--- config.mk ---
export PLATFORM = sky130hd
export DESIGN_NAME = alu_mul_sequencer
export DESIGN_NICKNAME = d
export VERILOG_FILES = /design/src/rtl/alu_mul_sequencer.sv
export SDC_FILE = /design/constraint.sdc
export NUM_CORES = 1
export LEC_CHECK = 0
export BUFFER_PORTS_ARGS = -buffer_cell sky130_fd_sc_hd__buf_4
export CORE_ASPECT_RATIO = 1.75
export CORE_MARGIN = 2
export CORE_UTILIZATION = 40
export CTS_BUF_LIST = sky130_fd_sc_hd__clkbuf_2 sky130_fd_sc_hd__clkbuf_4 sky130_fd_sc_hd__clkbuf_8
export DETAILED_ROUTE_END_ITERATION = 8
export HOLD_SLACK_MARGIN = 0.02
export PLACE_DENSITY_LB_ADDON = 0.05
export REMOVE_ABC_BUFFERS = 1
export SYNTH_ARGS = -nofsm -noshare
export SYNTH_HDL_FRONTEND = slang
export SYNTH_SLANG_ARGS = --single-unit
export TNS_END_PERCENT = 20
--- constraint.sdc ---
create_clock -name Clock -period 1.8 [get_ports Clock]
set_clock_uncertainty 0.2 [all_clocks]
set_input_delay 0.36 -clock Clock [delete_from_list [all_inputs] [get_ports Clock]]
set_output_delay 0.36 -clock Clock [all_outputs]
set_load 0.01 [all_outputs]
--- src/rtl/alu_mul_sequencer.sv ---
// Shift-and-add unsigned multiplier that drives the 32-bit ALU for every add and shift.
// It holds M, Q and the partial product P, and reports the result over a Start/Done handshake.
module alu_mul_sequencer #(
  parameter int unsigned MUL_W   = 16,
  parameter int unsigned ALU_LAT = 1
) (
  input  logic             Clock,
  input  logic             Reset,
  input  logic             Start,
  input  logic [31:0]      Multiplicand,
  input  logic [MUL_W-1:0] Multiplier,
  output logic             Busy,
  output logic             Done,
  output logic [31:0]      Product,
  output logic             Overflow,
  output logic [31:0]      AluA,
  output logic [31:0]      AluB,
  output logic [4:0]       AluFunSel,
  output logic             AluWF,
  input  logic [31:0]      AluOut,
  input  logic [3:0]       AluFlags
);

  localparam logic [4:0] FunNop = 5'b10000;
  localparam logic [4:0] FunAdd = 5'b10100;
  localparam logic [4:0] FunLsl = 5'b11011;
  localparam int unsigned CntW = (ALU_LAT > 1) ? $clog2(ALU_LAT) : 1;

  typedef enum logic [2:0] {StIdle, StTest, StAddI, StAddW, StShlI, StShlW, StDone} state_e;

  state_e           state_q, state_d;
  logic [31:0]      m_q, m_d, p_q, p_d, product_q, product_d;
  logic [MUL_W-1:0] q_q, q_d;
  logic             ovf_q, ovf_d, overflow_q, overflow_d;
  logic [CntW-1:0]  cnt_q, cnt_d;
  logic             last_wait, carry, q_left;

  // Only the carry flag matters; Z/N/O are deliberately ignored.
  logic unused_flags;
  assign unused_flags = ^{AluFlags[3], AluFlags[1:0]};

  assign last_wait = (cnt_q == CntW'(ALU_LAT - 1));
  assign carry     = AluFlags[2];
  assign q_left    = ((q_q >> 1) != '0);

  always_ff @(posedge Clock) begin
    if (Reset) begin
      state_q    <= StIdle;
      m_q        <= '0;
      q_q        <= '0;
      p_q        <= '0;
      ovf_q      <= 1'b0;
      cnt_q      <= '0;
      product_q  <= '0;
      overflow_q <= 1'b0;
    end else begin
      state_q    <= state_d;
      m_q        <= m_d;
      q_q        <= q_d;
      p_q        <= p_d;
      ovf_q      <= ovf_d;
      cnt_q      <= cnt_d;
      product_q  <= product_d;
      overflow_q <= overflow_d;
    end
  end

  always_comb begin
    state_d    = state_q;
    m_d        = m_q;
    q_d        = q_q;
    p_d        = p_q;
    ovf_d      = ovf_q;
    cnt_d      = '0;
    product_d  = product_q;
    overflow_d = overflow_q;
    case (state_q)
      StIdle: begin
        if (Start) begin
          m_d     = Multiplicand;
          q_d     = Multiplier;
          p_d     = '0;
          ovf_d   = 1'b0;
          state_d = StTest;
        end
      end
      StTest: begin
        if (q_q == '0) begin
          // Result registers load here so they are already valid during the Done cycle.
          product_d  = p_q;
          overflow_d = ovf_q;
          state_d    = StDone;
        end else if (q_q[0]) begin
          state_d = StAddI;
        end else begin
          state_d = StShlI;
        end
      end
      StAddI: state_d = StAddW;
      StAddW: begin
        cnt_d = cnt_q + 1'b1;
        if (last_wait) begin
          cnt_d   = '0;
          p_d     = AluOut;
          ovf_d   = ovf_q | carry;
          state_d = StShlI;
        end
      end
      StShlI: state_d = StShlW;
      StShlW: begin
        cnt_d = cnt_q + 1'b1;
        if (last_wait) begin
          cnt_d   = '0;
          m_d     = AluOut;
          q_d     = q_q >> 1;
          // Bits shifted out of M only matter if a later multiplier bit will add them in.
          ovf_d   = ovf_q | (carry & q_left);
          state_d = StTest;
        end
      end
      StDone:  state_d = StIdle;
      default: state_d = StIdle;
    endcase
  end

  always_comb begin
    AluA      = '0;
    AluB      = '0;
    AluFunSel = FunNop;
    AluWF     = 1'b0;
    case (state_q)
      StAddI, StAddW: begin
        AluA      = p_q;
        AluB      = m_q;
        AluFunSel = FunAdd;
        AluWF     = (state_q == StAddI);
      end
      StShlI, StShlW: begin
        AluA      = m_q;
        AluFunSel = FunLsl;
        AluWF     = (state_q == StShlI);
      end
      default: ;
    endcase
    Busy     = (state_q != StIdle);
    Done     = (state_q == StDone);
    Product  = product_q;
    Overflow = overflow_q;
  end

endmodule

Word-level counts from Yosys, hierarchy flattened
Cells that the tools add are included.
{"block": "totals", "word_cells": 61, "inputBits": 87, "regBits": 118}
{"block": "classes", "n_reduce_logical": 16, "addsub": 1, "n_eq_ne": 9, "n_bitwise": 5, "mux": 22}
{"cell": "32-bit case mux with 2 select lines", "n": 3}
{"cell": "32-bit 2-to-1 mux", "n": 4}
{"cell": "16-bit 2-to-1 mux", "n": 2}
{"cell": "16-bit case mux with 2 select lines", "n": 1}
{"cell": "3-bit case mux with 6 select lines", "n": 1}
{"cell": "16-bit zero test", "n": 1}
{"cell": "16-bit nonzero test", "n": 1}
{"cell": "3-bit 2-to-1 mux", "n": 5}
{"cell": "3-bit equality test (second input constant)", "n": 3}
{"cell": "3-bit AND reduction", "n": 3}
{"cell": "4-bit case mux with 2 select lines", "n": 1}
{"cell": "3-bit by 2-bit equality test with 1-bit output (second input constant)", "n": 2}
{"cell": "2-bit inequality test (second input constant)", "n": 3}
{"cell": "3-bit nonzero test", "n": 2}
{"cell": "2-bit OR reduction", "n": 3}
{"cell": "4-bit AND reduction", "n": 1}
{"cell": "2-bit nonzero test", "n": 2}
{"cell": "3-bit by 1-bit equality test with 1-bit output (second input constant)", "n": 1}
{"cell": "3-bit zero test", "n": 1}
{"cell": "1-bit 2-to-1 mux", "n": 3}
{"cell": "1-bit case mux with 3 select lines", "n": 1}
{"cell": "3-bit OR reduction", "n": 1}
{"cell": "1-bit inverter", "n": 2}
{"cell": "1-bit OR", "n": 2}
{"cell": "other kinds (4)", "n": 4}

Longest topological paths before layout
{"block": "logic_depth", "word_depth": 5, "depth_mapped": 7, "ltp_nobuf": 4}

Worst setup path before layout
No wires, ideal clock.
{"block": "synth_timing", "path_kind": "flip-flop to output port", "start": "reg state_q[2]", "end": "out AluA[0]", "required_ps": 1240, "n_path_buf": 3, "stages_incl_launch_ff": 7, "t_arrival_ps": 1419, "setup_slack_ps": -179, "path_cell_list": "dfxtp_1 clkbuf_1 nand2b_1 inv_1 buf_2 buf_1 a22o_1"}
{"block": "synth_between", "elab_chain_cells": 3, "elab_cells_between_ends": 7}
{"item": "from (decl)", "line": "31", "source": "state_e state_q, state_d;"}
{"item": "from (signal assigned)", "line": "48", "source": "state_q <= StIdle;"}
{"item": "from (signal assigned)", "line": "57", "source": "state_q <= state_d;"}
{"item": "3-bit equality test or 3-bit by 2-bit equality test with 1-bit output (tied branches)", "line": "131", "source": "case (state_q)"}
{"item": "2-bit OR reduction", "line": "131"}
{"item": "32-bit case mux with 2 select lines *", "line": "131"}
{"item": "to (decl)", "line": "16", "source": "output logic [31:0] AluA,"}
Every way passes the cells marked *; elsewhere a longest branch is shown, timed or not.

Worst setup path after layout
{"block": "layout_timing", "start": "reg state_q[1]", "end": "out AluA[6]"}
The elaborated chain is that of the path after synthesis.

==> metrics.md <==
| Metric | Value |
|---|---|
| Final net count | `981` |
| Avg WL per Cell | `17.1 um` |
| Die Span Y | `160 um` |
| Number of port buffers | `187` |
| CTS tree | `yes` |
| Tmin final | `2.12 ns` |
| Status | `finished with violations` |
| Max-slew violations | `0` |
| Die area | `0.0149 mm^2` |
| Final wirelength | `18,600 um` |
| Finished Cell Area | `0.00917 mm^2` |
| Detailed Routing Iterations Pass 1 | `5` |
| CTS Buf Count | `17` |
| Sink Count | `118` |
| Max-cap violations | `0` |
| Via count | `5,655` |
| RSZ-0062 raised after global routing | `true` |
| Syn avg cell area | `8.87 um^2` |
| Core Box Area | `0.0138 mm^2` |
| Fmax | `472 MHz` |
| GRT Util Overall | `0.245` |
| Cell Area, Synth | `0.00556 mm^2` |
| Area growth, synth to finish | `64.9%` |
| Buffers and inverters on the worst path | `4` |
| Seq/Total Area, Yosys | `0.425` |
| Unique masters post-synth | `35` |
| Placed Cells | `977` |
| EDFF count, synth | `0` |
| Post-Layout Cell Count | `1,084` |
| Family with the most delay on the worst path | `buffers and inverters` |
| Detailed Route Iter0 Violations | `269` |
| Final hold vios | `0` |
| Clock transition at the registers of the reported paths | `0.07 ns` |
| Async set-reset flop share out of synthesis | `0` |
| Violated checks | `negative setup slack` |
| Worst Setup Slack, final | `-0.317 ns` |
| Area leader, netlist | `dfxtp_1` |
| CP Capture Type | `output port` |
| Seq cells post-synth | `118` |
| CP Class | `register to output port` |
| Filler instances | `1,138` |
| Ports | `192` |
| Top cell type's share of synthesized area | `0.425` |
| Startpoint Class | `register` |
| Post-DP HPWL | `11,700 um` |
| Remaining antenna violation count | `0` |
| Die Span X | `93.1 um` |
| Hold Crit Class | `primary input to register` |
| Later-pin clock latency in the skew report | `0.43 ns` |
| Crit path max-delay cell type | `dfxtp_4` |
| Pwr Density | `958 mW/mm^2` |
| Row cnt | `57` |
| Total gr overflow | `0` |
| Ys Warns | `0` |
| Synth Flop Type | `dfxtp_1` |
| PnR Total Power | `8.79 mW` |
| WP data required | `1.24 ns` |
| Antenna diodes | `0` |
| Synthesized instance count | `627` |
| CP max FO | `10` |
| Critical Path, Cell by Cell | `buf_6 > nand2b_4 > inv_8 > buf_12 > a22o_1 > buf_6` |
| First-pass GRT wire length | `28,900 um` |
| Antenna violations before repair | `0` |
| Maximum VDD drop | `0.604 mV` |
| Final period utilization | `1.18` |
| Largest net degree at the start of global routing | `54` |
| GP Congestion | `0.791` |
| Placed inst area | `0.00746 mm^2` |
| Initial core utilization | `0.404` |
| H-tree lvl count | `4` |
| Max stage delay on crit path | `0.35 ns` |
| Endpoints failing setup | `181` |
| Layout cell share with drive strength beyond 1 | `0.374` |
| Synth top area cells | `dfxtp_1, mux2i_1, nand2b_1, nand3_1, a22o_1` |
| DRC | `0` |
| Total leakage power | `3.89 nW` |
| Via density per instance | `5.22` |
| Root buffer cell | `clkbuf_8` |
| CTS max path bufs | `2` |
| Vias in the first global route | `5,787` |
| Crit path top cell by count | `buf_6` |
| Arr. time, crit path | `1.56 ns` |
[cells in the final DEF (no fill, tap or decap), types with 21 or more instances in the layout]
master           n
a311oi_1        31
dfxtp_1        114
dlygate4sd3_1   63
nand2_1         35
and2_4          21
buf_4          170
o21ai_0         31
nand3_1         64
nor2_1          48
buf_6           58
nand2b_1        69
mux2i_1         47
a22o_1          32
[cells in the mapped netlist, drive strengths merged (2+ instances only)]
cell	count
dfxtp	118
nand2b	71
inv	3
a211oi	15
a311oi	32
buf	31
mux2i	49
conb	2
a21oi	5
nor2	50
and2	33
nand2	35
nand3b	4
clkbuf	34
nor4	4
or3b	2
a21o	2
nand3	64
o21ai	32
a22o	32
[flip-flops by register name (all words and copies together) (netlist names)]
| signal | flops |
|---|---|
| state_q | 3 |
| m_q | 32 |
| cnt_q | 1 |
| Product | 32 |
| Overflow | 1 |
| q_q | 16 |
| ovf_q | 1 |
| p_q | 32 |
[cell families after synthesis]
kind of cell / after synthesis / synth area share
flip-flops: 118 / 0.425
other: 2 / 0.00135
buffers and inverters: 68 / 0.0607
multiplexers: 49 / 0.0882
AND/OR/NAND/NOR: 270 / 0.255
AO/OA/AOI/OAI: 120 / 0.170
[worst paths after layout]
| check | end | cells after the start | slack [ns] | from |
|---|---|---|---|---|
| min reg2reg | Product[20]$_SDFFE_PP0P_ | 2 | 0.28 | Product[20]$_SDFFE_PP0P_ |
| max | AluA[6] | 6 | -0.32 | state_q[1]$_SDFFE_PP0P_ |
| max reg2reg | Product[21]$_SDFFE_PP0P_ | 7 | -0.25 | q_q[13]$_SDFFE_PP0P_ |
| min | ovf_q$_SDFFE_PP0P_ | 3 | 0.05 | AluFlags[2] |
[timing repair]
action                                  4_1_cts  5_1_grt
hold buffers                                 63        0
endpoints found under the setup margin      153      186
endpoints found under the hold margin        63        0
pin swaps                                    69        7
gates resized for setup                     101       11
setup buffers                                 5        0
cloned                                        5        2
[metal layers]
layer | track usage | part of all wire
met1 | 0.281 | 0.39
met2 | 0.445 | 0.54
met3 | 0.0486 | 0.045
met4 | 0.0816 | 0.021
met5 | 0 | 0
[through the flow]
stage / util / setup TNS (ns) / hold slack (ns) / setup WS [ns]
final: 0.666 / -33.02 / 0.0483 / -0.317
after global routing: 0.666 / -46.73 / 0.0257 / -0.384
after CTS: 0.660 / -33.87 / 0.0268 / -0.329
after detailed placement: 0.542 / -15.17 / 0.269 / -0.255
after global placement: 0.542 / -12.17 / 0.261 / -0.218
after floorplan: - / -300.46 / 0.225 / -3.86
[worst register-to-register path, stage by stage, from the launching register on]
cell	delay [ns]
dfxtp_1	0.33
nor4_2	0.26
buf_4	0.15
nand4_1	0.17
nor4_2	0.26
buf_4	0.23
buf_12	0.17
mux2i_1	0.20
[area by class of cell]
class | instances | area [um^2] | area share
repair buffers | 313 | 3060 | 0.333
flip-flops and latches | 118 | 2370 | 0.259
well taps | 177 | 221 | 0.0241
inverters | 3 | 26.3 | 0.00286
clock inverters | 12 | 200 | 0.0218
clock buffers | 20 | 269 | 0.0293
multi-input cells | 441 | 3030 | 0.330
[power by group]
part	internal, mW	switching (mW)	leakage [nW]
sequential	2.88	0.195	0.964
combinational	1.48	1.40	2.70
clock	1.74	1.10	0.228
Note: power is estimated with default switching activity, not from simulation.
